File: src/rtl/pipe_stall_ctrl_pkg.sv
// Shared types and constants for the pipeline stall/flush sequencer.
// Latency: n/a (declarations only).
// Backpressure: n/a.
package pipe_stall_ctrl_pkg;

  localparam int REG_ADDR_W = 5;
  localparam logic [REG_ADDR_W-1:0] REG_ZERO = 5'd0;

  typedef enum logic [1:0] {
    RUN      = 2'd0,
    MEM_WAIT = 2'd1,
    ERROR    = 2'd2
  } stall_state_t;

  // Per-stage controls, MSB first in the order they are driven out.
  typedef struct packed {
    logic pcWriteEn;
    logic ifidWriteEn;
    logic idexWriteEn;
    logic exmemWriteEn;
    logic ifidFlush;
    logic idexBubble;
    logic memwbBubble;
  } stage_ctrl_t;

  // Everything held, nothing injected (reset / illegal state).
  localparam stage_ctrl_t CTRL_OFF    = 7'b0000000;
  // Whole pipe frozen; MEM/WB gets a bubble so the stalled access never retires twice.
  localparam stage_ctrl_t CTRL_FROZEN = 7'b0000001;

  // Controls when memory is not holding the pipe. A taken branch squashes the
  // ID instruction, so a load-use hazard against it is moot.
  function automatic stage_ctrl_t run_ctrl(input logic branchTaken, input logic luHaz);
    stage_ctrl_t c;
    c = 7'b1111000;
    if (branchTaken) begin
      c.ifidFlush  = 1'b1;
      c.idexBubble = 1'b1;
    end else if (luHaz) begin
      c.pcWriteEn   = 1'b0;
      c.ifidWriteEn = 1'b0;
      c.idexBubble  = 1'b1;
    end
    return c;
  endfunction

endpackage

File: src/rtl/pipe_stall_ctrl_hazard_detect.sv
// Load-use hazard compare between the EX load and the ID consumer.
// Latency: purely combinational.
// Backpressure: none; result feeds the stall sequencer.
// Ports: idRs/idRt/idUsesRt describe the ID instruction; exMemRead/exRegWriteEn/
//        exWBAddress describe the EX instruction; luHaz is the hazard flag.
import pipe_stall_ctrl_pkg::*;

module pipe_stall_ctrl_hazard_detect (
  input  logic [REG_ADDR_W-1:0] idRs,
  input  logic [REG_ADDR_W-1:0] idRt,
  input  logic                  idUsesRt,
  input  logic                  exMemRead,
  input  logic                  exRegWriteEn,
  input  logic [REG_ADDR_W-1:0] exWBAddress,
  output logic                  luHaz
);

  logic rsMatch;
  logic rtMatch;

  assign rsMatch = (exWBAddress == idRs);
  assign rtMatch = idUsesRt & (exWBAddress == idRt);

  // Register 0 is hardwired, so a load targeting it never creates a dependency.
  assign luHaz = exMemRead & exRegWriteEn & (exWBAddress != REG_ZERO) & (rsMatch | rtMatch);

endmodule

File: src/rtl/pipe_stall_ctrl.sv
// Stall/flush sequencer for the 5-stage pipeline: load-use, taken branch, memory wait states.
// Latency: stage controls are combinational from state and inputs; state/counters update next edge.
// Backpressure: memReq without memReady freezes every stage; a wait longer than MEM_TIMEOUT latches ERROR.
// Ports: clock/reset; ID/EX hazard fields; exBranchTaken; memReq/memReady;
//        four register write-enables, ifidFlush/idexBubble/memwbBubble,
//        sticky memTimeoutErr and saturating stallCount (cycles with pcWriteEn=0).
import pipe_stall_ctrl_pkg::*;

module pipe_stall_ctrl #(
  parameter int MEM_TIMEOUT = 15,
  parameter int CNT_W       = 4,
  parameter int STALL_CNT_W = 32
) (
  input  logic                   clock,
  input  logic                   reset,
  input  logic [REG_ADDR_W-1:0]  idRs,
  input  logic [REG_ADDR_W-1:0]  idRt,
  input  logic                   idUsesRt,
  input  logic                   exMemRead,
  input  logic                   exRegWriteEn,
  input  logic [REG_ADDR_W-1:0]  exWBAddress,
  input  logic                   exBranchTaken,
  input  logic                   memReq,
  input  logic                   memReady,
  output logic                   pcWriteEn,
  output logic                   ifidWriteEn,
  output logic                   idexWriteEn,
  output logic                   exmemWriteEn,
  output logic                   ifidFlush,
  output logic                   idexBubble,
  output logic                   memwbBubble,
  output logic                   memTimeoutErr,
  output logic [STALL_CNT_W-1:0] stallCount
);

  localparam logic [CNT_W-1:0] WAIT_LAST = CNT_W'(MEM_TIMEOUT - 1);

  stall_state_t     state, stateNxt;
  logic [CNT_W-1:0] waitCnt, waitCntNxt;
  logic             errSet;
  logic             luHaz;
  logic             memStall;
  stage_ctrl_t      ctrl;

  pipe_stall_ctrl_hazard_detect u_hazard (
    .idRs         (idRs),
    .idRt         (idRt),
    .idUsesRt     (idUsesRt),
    .exMemRead    (exMemRead),
    .exRegWriteEn (exRegWriteEn),
    .exWBAddress  (exWBAddress),
    .luHaz        (luHaz)
  );

  assign memStall = memReq & ~memReady;

  always_comb begin
    ctrl       = CTRL_OFF;
    stateNxt   = state;
    waitCntNxt = waitCnt;
    errSet     = 1'b0;
    case (state)
      RUN: begin
        if (memStall) begin
          ctrl       = CTRL_FROZEN;
          stateNxt   = MEM_WAIT;
          waitCntNxt = '0;
        end else begin
          ctrl = run_ctrl(exBranchTaken, luHaz);
        end
      end
      MEM_WAIT: begin
        // The frozen pipe keeps the access presented, so only memReady matters here.
        if (!memReady) begin
          ctrl = CTRL_FROZEN;
          if (waitCnt == WAIT_LAST) begin
            stateNxt = ERROR;
            errSet   = 1'b1;
          end else begin
            waitCntNxt = waitCnt + CNT_W'(1);
          end
        end else begin
          // Release cycle: any branch or hazard held during the wait is acted on now.
          ctrl       = run_ctrl(exBranchTaken, luHaz);
          stateNxt   = RUN;
          waitCntNxt = '0;
        end
      end
      ERROR: begin
        ctrl = CTRL_FROZEN;
      end
      default: begin
        stateNxt   = RUN;
        waitCntNxt = '0;
      end
    endcase
    // Hold every stage while reset is asserted, independent of the clock.
    if (reset) ctrl = CTRL_OFF;
  end

  assign pcWriteEn    = ctrl.pcWriteEn;
  assign ifidWriteEn  = ctrl.ifidWriteEn;
  assign idexWriteEn  = ctrl.idexWriteEn;
  assign exmemWriteEn = ctrl.exmemWriteEn;
  assign ifidFlush    = ctrl.ifidFlush;
  assign idexBubble   = ctrl.idexBubble;
  assign memwbBubble  = ctrl.memwbBubble;

  always_ff @(posedge clock or posedge reset) begin
    if (reset) begin
      state         <= RUN;
      waitCnt       <= '0;
      memTimeoutErr <= 1'b0;
      stallCount    <= '0;
    end else begin
      state   <= stateNxt;
      waitCnt <= waitCntNxt;
      if (errSet) memTimeoutErr <= 1'b1;
      if (!ctrl.pcWriteEn && (stallCount != '1)) stallCount <= stallCount + STALL_CNT_W'(1);
    end
  end

endmodule

File: config.mk
export PLATFORM = sky130hd
export DESIGN_NAME = pipe_stall_ctrl
export DESIGN_NICKNAME = d
export VERILOG_FILES = /design/src/rtl/pipe_stall_ctrl_pkg.sv /design/src/rtl/pipe_stall_ctrl_hazard_detect.sv /design/src/rtl/pipe_stall_ctrl.sv
export SDC_FILE = /design/constraint.sdc
export NUM_CORES = 1
export LEC_CHECK = 0
export CAP_MARGIN = 20
export CORE_ASPECT_RATIO = 0.5
export CORE_MARGIN = 5
export CORE_UTILIZATION = 43
export CTS_CLUSTER_DIAMETER = 150
export DETAILED_ROUTE_END_ITERATION = 6
export PLACE_DENSITY = 0.73
export RECOVER_POWER = 50
export SLEW_MARGIN = 5
export SYNTH_ARGS = -nofsm -noshare
export SYNTH_HDL_FRONTEND = slang
export SYNTH_SLANG_ARGS = --single-unit
File: constraint.sdc
create_clock -name clock -period 2.08 [get_ports clock]
set_input_delay 0.416 -clock clock [delete_from_list [all_inputs] [get_ports clock]]
set_output_delay 0.416 -clock clock [all_outputs]
set_load 0.005 [all_outputs]
* Word level (Yosys, flattened, before mapping)
Cells that the tools add are included.
Word-level totals: output and inout bits 40, logic and storage cells 49, register bits 39
Cells by class: bitwise operators 8, equal/unequal tests 9, muxes and demuxes 20, add/subtract/negate cells 2, reductions and logical operators 6
Operators with widths (count):
- 32-bit by 1-bit adder with 32-bit output, second input constant | 1
- 32-bit != test, second input constant | 1
- 7-bit 2-to-1 mux | 3
- 7-bit case mux with 3 select lines | 1
- 4-bit 2-to-1 mux | 3
- 4-bit case mux with 3 select lines | 1
- 5-bit == test | 2
- 2-bit 2-to-1 mux | 5
- 1-bit 2-to-1 mux | 6
- 3-bit != test, second input constant | 2
- 2-bit case mux with 3 select lines | 1
- 3-bit AND reduction | 2
- 1-bit bitwise AND | 5
- 5-bit nonzero test | 1
- 4-bit by 1-bit adder with 4-bit output, second input constant | 1
- 4-bit == test, second input constant | 1
- 2-bit by 1-bit == test with 1-bit output, second input constant | 1
- 2-bit == test, second input constant | 1
- 2-bit zero test | 1
- 2-bit != test, second input constant | 1
- 1-bit inverter | 2
- 1-bit logical AND | 1
- 1-bit zero test | 1
- 1-bit OR | 1

* Depth between registers and ports, before layout
Gate-level depths: netlist of run 1.
word-level depth 11, depth in mapped cells 9

* By module
A second synthesis of run 1 with hierarchy kept.
Unflattened totals: cell total of the unflattened synthesis 221, area, all modules 2209.6 sq um
By module, submodules not included:
- pipe_stall_ctrl | sequential area each 975.9 sq um, cells each 204, times used 1, area each 2075.7 sq um
- pipe_stall_ctrl_hazard_detect | sequential area each 0.0 sq um, cells each 17, times used 1, area each 133.9 sq um

* Least setup slack after synthesis of run 1
Ideal clock, no wire load.
path kind input to output, from in exWBAddress[1], to out pcWriteEn, stages on the path 5, arrival 1.705 ns, buffers on the path 2, required time 1.664 ns, slack -0.041 ns, cell sequence or4_1 o211ai_1 o31a_1 buf_2 buf_4
On the way: cells in the longest elaborated chain, start to end 9, elaborated cells on any way between the ends 13, classes of those cells 2 x eq/ne; 6 x mux; 4 x bitwise; 1 x reduce/logical
Ends and longest elaborated chain:
- start: declaration | RTL line pipe_stall_ctrl.sv:21 | input logic [REG_ADDR_W-1:0] exWBAddress,
- 5-bit == test | RTL line pipe_stall_ctrl_hazard_detect.sv:22 | assign rtMatch = idUsesRt & (exWBAddress == idRt);
- 1-bit bitwise AND | RTL line pipe_stall_ctrl_hazard_detect.sv:22
- 1-bit OR | RTL line pipe_stall_ctrl_hazard_detect.sv:25 | assign luHaz = exMemRead & exRegWriteEn & (exWBAddress != REG_ZERO) & (rsMatch | rtMatch);
- 1-bit bitwise AND * | RTL line pipe_stall_ctrl_hazard_detect.sv:25
- 2-bit 2-to-1 mux * | RTL line pipe_stall_ctrl_pkg.sv:39 | end else if (luHaz) begin
- 2-bit 2-to-1 mux * | RTL line pipe_stall_ctrl_pkg.sv:36 | if (branchTaken) begin
- 7-bit 2-to-1 mux (on tied branches) | RTL line pipe_stall_ctrl.sv:74, pipe_stall_ctrl.sv:64
- 7-bit case mux with 3 select lines * | RTL line pipe_stall_ctrl.sv:62 | case (state)
- 7-bit 2-to-1 mux * | RTL line pipe_stall_ctrl.sv:98 | if (reset) ctrl = CTRL_OFF;
- end: declaration | RTL line pipe_stall_ctrl.sv:25 | output logic pcWriteEn,
Mark *: on every way between the ends. The rest lies on a longest branch, timed or not.

* Worst setup path after layout of run 1
from in exWBAddress[4], to out ifidWriteEn
On the way: cells in the longest elaborated chain, start to end 9, elaborated cells on any way between the ends 13, classes of those cells 2 x eq/ne; 6 x mux; 4 x bitwise; 1 x reduce/logical
Ends and longest elaborated chain:
- 5-bit == test | RTL line pipe_stall_ctrl_hazard_detect.sv:22
- 1-bit bitwise AND | RTL line pipe_stall_ctrl_hazard_detect.sv:22
- 1-bit OR | RTL line pipe_stall_ctrl_hazard_detect.sv:25
- 1-bit bitwise AND * | RTL line pipe_stall_ctrl_hazard_detect.sv:25
- 2-bit 2-to-1 mux * | RTL line pipe_stall_ctrl_pkg.sv:39
- 2-bit 2-to-1 mux * | RTL line pipe_stall_ctrl_pkg.sv:36
- 7-bit 2-to-1 mux (on tied branches) | RTL line pipe_stall_ctrl.sv:74, pipe_stall_ctrl.sv:64
- 7-bit case mux with 3 select lines * | RTL line pipe_stall_ctrl.sv:62
- 7-bit 2-to-1 mux * | RTL line pipe_stall_ctrl.sv:98
- end: declaration | RTL line pipe_stall_ctrl.sv:26 | output logic ifidWriteEn,
Marks and branches as above.

==> out/results.txt, run 1 <==
status = finished, violations left
failing checks = setup timing
dpl ws = -934 ps
Placer Congestion = 0.799
max-slew violations = 0
Synth area leaders = dfrtp_1, xor2_1, nor4b_2, nor3_1, nand3_1
CTS tree = built
Chip Width = 111 microns
Mapped Cells = 214
DP Area = 3040 sq um
routed vias/inst = 5.46
dpl cells = 359
Synth top area share = 44.1%
YS warnings = 0
Final Instance Count excl. Fillers = 383
Post-DP HPWL = 4070 microns
die footprint = 6770 sq um
mapped cell area = 2210 sq um
maximum buffer depth of the clock tree = 2
Worst VDD drop = 0.000487 V
DIE HEIGHT = 60.7 microns
Worst EP required = 1660 ps
number of global-route vias before repair = 2,105
final setup violation count = 8
cell taking the most area after synthesis = dfrtp_1
DR DRC count = 0
post-route setup slack = -92.7 ps
total power = 2.62 mW
number of DRC markers in iteration 0 = 87
Area growth syn-to-layout = 64.5%
DRT Wirelength = 6890 microns
gr usage total = 19.7%
largest fanout on the critical path = 3
WS Path Type = in2out
Seq cells post-synth = 39
Fin. Hold Viols = 0
met1 usage = 24.1%
Mapped Nets = 240
clock sink total = 39
Clock transition at path regs = 80 ps
CTS H-tree lvls = 2
Wirelength per Cell = 18.0 microns
startpoint types = input port
first drt pass iteration count = 4
first-pass GRT wire length = 10,700 microns
met3 GRT Util = 3.78%
Core Box Area = 4950 sq um
share of cells above drive strength 1 = 32.6%
Setup TNS = -433 ps
CP Capture Type = output port
sequential fraction of the synthesis area = 44.1%
final hold slack = 476 ps
crit path DAT = 1760 ps
Leak = 1.54 nW
mean post-synth cell area = 10.3 sq um
Min-Delay Path Class = reg2reg
antenna violations before repair = 0
count of different cell masters after synthesis = 37
Port Buffers = 62
busiest grt layer = met2
Tmin final = 2170 ps
I/O pin total = 63
worst hold stages = 1
Max-slew headroom = 31.9%
Final ANT Viol Nets = 0
total grt overflow = 0
Period Utilization, post-route = 104%
Initial Utilization = 44.7%
Reg2Reg Depth = 11
Final #Nets = 338
row count = 18
Final Core Density = 73.5%
largest net degree at the start of global routing = 40
# Max-Cap Violations = 0
post-route design area = 3640 sq um
cts bufs inserted = 5
filler cell count = 315
achievable frequency = 460 MHz
Clock Latency Late Sink = 290 ps
worst slew pin tran = 1020 ps
via count = 2,091
Power Dens Cells = 719 nW/um^2
RSZ-0062 raised after global routing = yes
root buffer cell = clkbuf_8
Ant. Diodes = 0
met2 usage = 37.0%
Clock Skew = 4.66 ps
cell type report:
class                           instances  area (sq um)  share of cell area, %
Timing Repair Buffer                  101           983                   27.0
Inverter                                4          15.0                  0.412
Sequential cell                        39           980                   26.9
Multi-Input combinational cell        161          1480                   40.5
Clock buffer                            8           100                   2.75
Tap cell                               70          87.6                   2.40
worst max-delay path: stages:
cell and delay [ps]:
buf_6 100, or4_4 520, o211ai_1 230, o31a_1 250, buf_6 140, buf_6 90
synth_stat cells:
cell,instances
dfrtp_1,39
xor2_1,38
nor3_1,17
nand3_1,16
nor2_1,13
nand2_1,9
nand4_1,9
a21oi_1,6
and3_1,6
nor4_2,6
nor4b_2,6
and2_1,4
and4_1,4
inv_1,4
xnor2_1,4
buf_2,3
clkbuf_1,3
ha_1,3
a32o_1,2
buf_4,2
buf_6,2
nand2b_1,2
nor3b_1,2
a221oi_1,1
a31oi_1,1
a32oi_1,1
and4b_1,1
mux2_1,1
nand4b_1,1
nor4_1,1
o211ai_1,1
o21a_1,1
o21ai_0,1
o31a_1,1
o31ai_1,1
or3_1,1
or4_1,1
power breakdown:
group	internal (mW)	switching, mW	leakage, nW
Sequential	0.911	0.167	0.473
Clock	0.303	0.272	0.0515
Combinational	0.575	0.390	1.01
Total	1.79	0.828	1.54
cells by family after synthesis:
kind of cell | Yosys count | share of synthesized area (%)
simple gates | 99 | 28.6
flops | 39 | 44.1
xor+xnor | 42 | 16.6
buf+inv | 14 | 3.56
mux | 1 | 0.508
fa+ha+maj | 3 | 1.70
compound gates | 16 | 4.97
registers in the layout, indices dropped and copies added (netlist names):
| signal | count |
|---|---|
| waitCnt | 4 |
| state | 2 |
| stallCount | 32 |
| memTimeoutErr | 1 |
worst paths after layout:
| kind | from | end | slack [ps] |
|---|---|---|---|
| setup / recovery | exWBAddress[4] | ifidWriteEn | -90 |
| hold / removal | memTimeoutErr | memTimeoutErr | 480 |
| setup reg to reg | state[0] | stallCount[28] | 40 |
| hold reg to reg | memTimeoutErr | memTimeoutErr | 480 |
| max in group asynchronous | reset | stallCount[15] | 640 |
| min in group asynchronous | reset | memTimeoutErr | 730 |
metal layers:
metal	share of wire, %	wire length (microns)	up-vias
li1	-	-	971
met4	1.7	116	0
met5	0	0	-
met1	42	2890	1046
met2	53	3620	59
met3	3.8	265	15
layout by cell type (no fill, tap or decap), drive strengths merged, types with 2 or more instances in the layout:
cell / n
buf: 46
dfrtp: 39
xor2: 38
clkdlybuf4s50: 36
nor3: 17
nand3: 16
nor2: 13
clkbuf: 11
dlygate4sd2: 10
nand4: 9
nand2: 9
nor4: 7
a21oi: 6
nor4b: 6
and3: 6
xnor2: 4
inv: 4
and2: 4
and4: 4
ha: 3
a32o: 2
nor3b: 2
nand2b: 2
dlymetal6s2s: 2
dlygate4sd3: 2
repair_timing:
item / CTS / global route
setup buffers: 11 / 5
hold buffers: 0 / 0
gates resized for setup: 100 / 36
setup endpoints to repair: 39 / 36
pin swaps: 45 / 30
gates cloned: 2 / 0
hold endpoints to repair: 0 / 0
(Power assumes the default switching activity.)
==> run 2, diff against run 1 <==
--- a/config.mk
+++ b/config.mk
@@ -7,9 +7,9 @@
 export LEC_CHECK = 0
 export CAP_MARGIN = 20
 export CORE_ASPECT_RATIO = 0.5
-export CORE_MARGIN = 5
 export CORE_UTILIZATION = 43
 export CTS_CLUSTER_DIAMETER = 150
+export CTS_CLUSTER_SIZE = 28
 export DETAILED_ROUTE_END_ITERATION = 6
 export PLACE_DENSITY = 0.73
 export RECOVER_POWER = 50
==> run 2 against run 1 <==
Compared with the run above:
- the run still ends with setup timing left
- non-clock buffer count unchanged
- design area grew 1.5%
- global-route usage rose by 4.8 points
- clock skew is 0.76 ps lower
==> out/results.txt, run 2 (synthesized netlist as in run 1, its figures left out) <==
Final #Nets = 338 (unchanged)
filler cell count = 318 (was 315)
final setup violation count = 28 (was 8)
# Max-Cap Violations = 0 (unchanged)
met1 usage = 28.1% (was 24.1%)
status = finished, violations left (unchanged)
Area growth syn-to-layout = 67.0% (was 64.5%)
Worst VDD drop = 0.000580 V (was 0.000487 V)
antenna violations before repair = 0 (unchanged)
number of global-route vias before repair = 2,029 (was 2,105)
Clock transition at path regs = 70 ps (was 80 ps)
share of cells above drive strength 1 = 30.7% (was 32.6%)
Clock Latency Late Sink = 300 ps (was 290 ps)
met2 usage = 42.7% (was 37.0%)
commonest cells after routing, fill and taps aside = clkdlybuf4s50_1, xor2_1, dfrtp_1, buf_4 (was xor2_1, clkdlybuf4s50_1, dfrtp_1, buf_4, nand3_1)
biggest regs = stallCount x32, waitCnt x4, state x2 (unchanged)
failing checks = setup timing (unchanged)
routed vias/inst = 5.44 (was 5.46)
post-route design area = 3700 sq um (was 3640 sq um)
gr usage total = 24.5% (was 19.7%)
post-cts hold buffer count = 0 (unchanged)
most common cell after layout, fill and taps aside = clkdlybuf4s50_1 (was xor2_1)
worst slew pin tran = 967 ps (was 1020 ps)
max FFs per register = 32 (unchanged)
Ant. Diodes = 0 (unchanged)
Worst EP required = 1660 ps (about the same)
Wirelength per Cell = 18.1 microns (was 18.0 microns)
startpoint types = input port (unchanged)
Tmin final = 2270 ps (was 2170 ps)
CTS H-tree lvls = 2 (unchanged)
final hold slack = 472 ps (was 476 ps)
I/O pin total = 63 (unchanged)
cts bufs inserted = 5 (unchanged)
Clock Skew = 3.90 ps (was 4.66 ps)
clock sink total = 39 (unchanged)
Reg with most FFs = stallCount (unchanged)
DRT Wirelength = 6930 microns (was 6890 microns)
RSZ-0062 raised after global routing = yes (unchanged)
Period Utilization, post-route = 109% (was 104%)
first drt pass iteration count = 4 (unchanged)
FF-to-FF setup slack = -60 ps (was 40 ps)
die footprint = 5460 sq um (was 6770 sq um)
Core Box Area = 4930 sq um (was 4950 sq um)
CTS tree = built (unchanged)
DP Area = 3050 sq um (was 3040 sq um)
Power Dens Cells = 706 nW/um^2 (was 719 nW/um^2)
first-pass GRT wire length = 9740 microns (was 10,700 microns)
Leak = 1.53 nW (was 1.54 nW)
Max-slew headroom = 35.5% (was 31.9%)
max-slew violations = 0 (unchanged)
WS Path Type = in2out (unchanged)
Port Buffers = 62 (unchanged)
met3 GRT Util = 7.07% (was 3.78%)
Placer Congestion = 0.810 (was 0.799)
via count = 2,084 (was 2,091)
crit path DAT = 1860 ps (was 1760 ps)
Chip Width = 103 microns (was 111 microns)
DIE HEIGHT = 52.7 microns (was 60.7 microns)
root buffer cell = clkbuf_8 (unchanged)
DR DRC count = 0 (unchanged)
maximum buffer depth of the clock tree = 2 (unchanged)
Initial Utilization = 44.9% (was 44.7%)
Fin. Hold Viols = 0 (unchanged)
Post-DP HPWL = 3780 microns (was 4070 microns)
largest net degree at the start of global routing = 40 (unchanged)
Final ANT Viol Nets = 0 (unchanged)
busiest grt layer = met2 (unchanged)
achievable frequency = 440 MHz (was 460 MHz)
largest fanout on the critical path = 3 (unchanged)
total power = 2.61 mW (was 2.62 mW)
total grt overflow = 0 (unchanged)
CP Capture Type = output port (unchanged)
Min-Delay Path Class = reg2reg (unchanged)
post-route setup slack = -194 ps (was -92.7 ps)
row count = 18 (unchanged)
dpl ws = -859 ps (was -934 ps)
number of DRC markers in iteration 0 = 154 (was 87)
[run 2: changes by cell type in the layout (fill, tap and decap cells not counted), sizes merged]
| cell | before | now |
|---|---|---|
| clkdlybuf4s50 | 36 | 38 |
| dlygate4sd2 | 10 | 11 |
| buf | 46 | 45 |
| clkdlybuf4s25 | 1 | 0 |
| dlygate4sd3 | 2 | 1 |
[run 2: area by class of cell]
class	count	area (sq um)	share of cell area [%]
multi-input combinational	161	1500	40.5
timing repair buffer	101	1020	27.5
sequential	39	978	26.5
clock buffer	8	100	2.71
tap	70	87.6	2.37
inverter	4	15.0	0.406
[run 2: routing by layer]
| metal | part of all wire [%] | up-vias |
|---|---|---|
| met5 | 0 | - |
| met4 | 1.6 | 0 |
| li1 | - | 971 |
| met2 | 52 | 70 |
| met1 | 41 | 1029 |
| met3 | 4.9 | 14 |
[run 2: metrics by stage]
stage	util (%)	setup TNS (ps)	std cells
after floorplan	-	0	214
after global placement	61.8	-20770	359
after detailed placement	61.8	-23190	359
after CTS	73.3	-1730	381
after global routing	75.0	-3620	383
final	75.0	-1920	383
[run 2: worst paths after layout]
kind	from	to	cells past startpoint
worst min register to register	memTimeoutErr	memTimeoutErr	1
min in group asynchronous	reset	state[0]	4
worst min-delay path	memTimeoutErr	memTimeoutErr	1
worst max register to register	stallCount[10]	stallCount[24]	8
max in group asynchronous	reset	stallCount[16]	4
worst max-delay path	exWBAddress[4]	pcWriteEn	6
[run 2: repair_timing]
action / in CTS / in global routing
cloned: 3 / 2
resized for setup: 108 / 24
pin swaps: 57 / 27
setup buffers: 11 / 3
setup endpoints to repair: 39 / 37
[run 2: where the power goes]
part | internal [mW] | total [mW] | switching [mW]
Clock | 0.303 | 0.583 | 0.280
Sequential | 0.906 | 1.08 | 0.171
Combinational | 0.562 | 0.952 | 0.390
[run 2: worst max-delay path, cell delays in order]
cell	delay, ps
buf_6	90
or4_1	500
o211ai_1	250
buf_4	150
o31a_1	270
buf_2	170
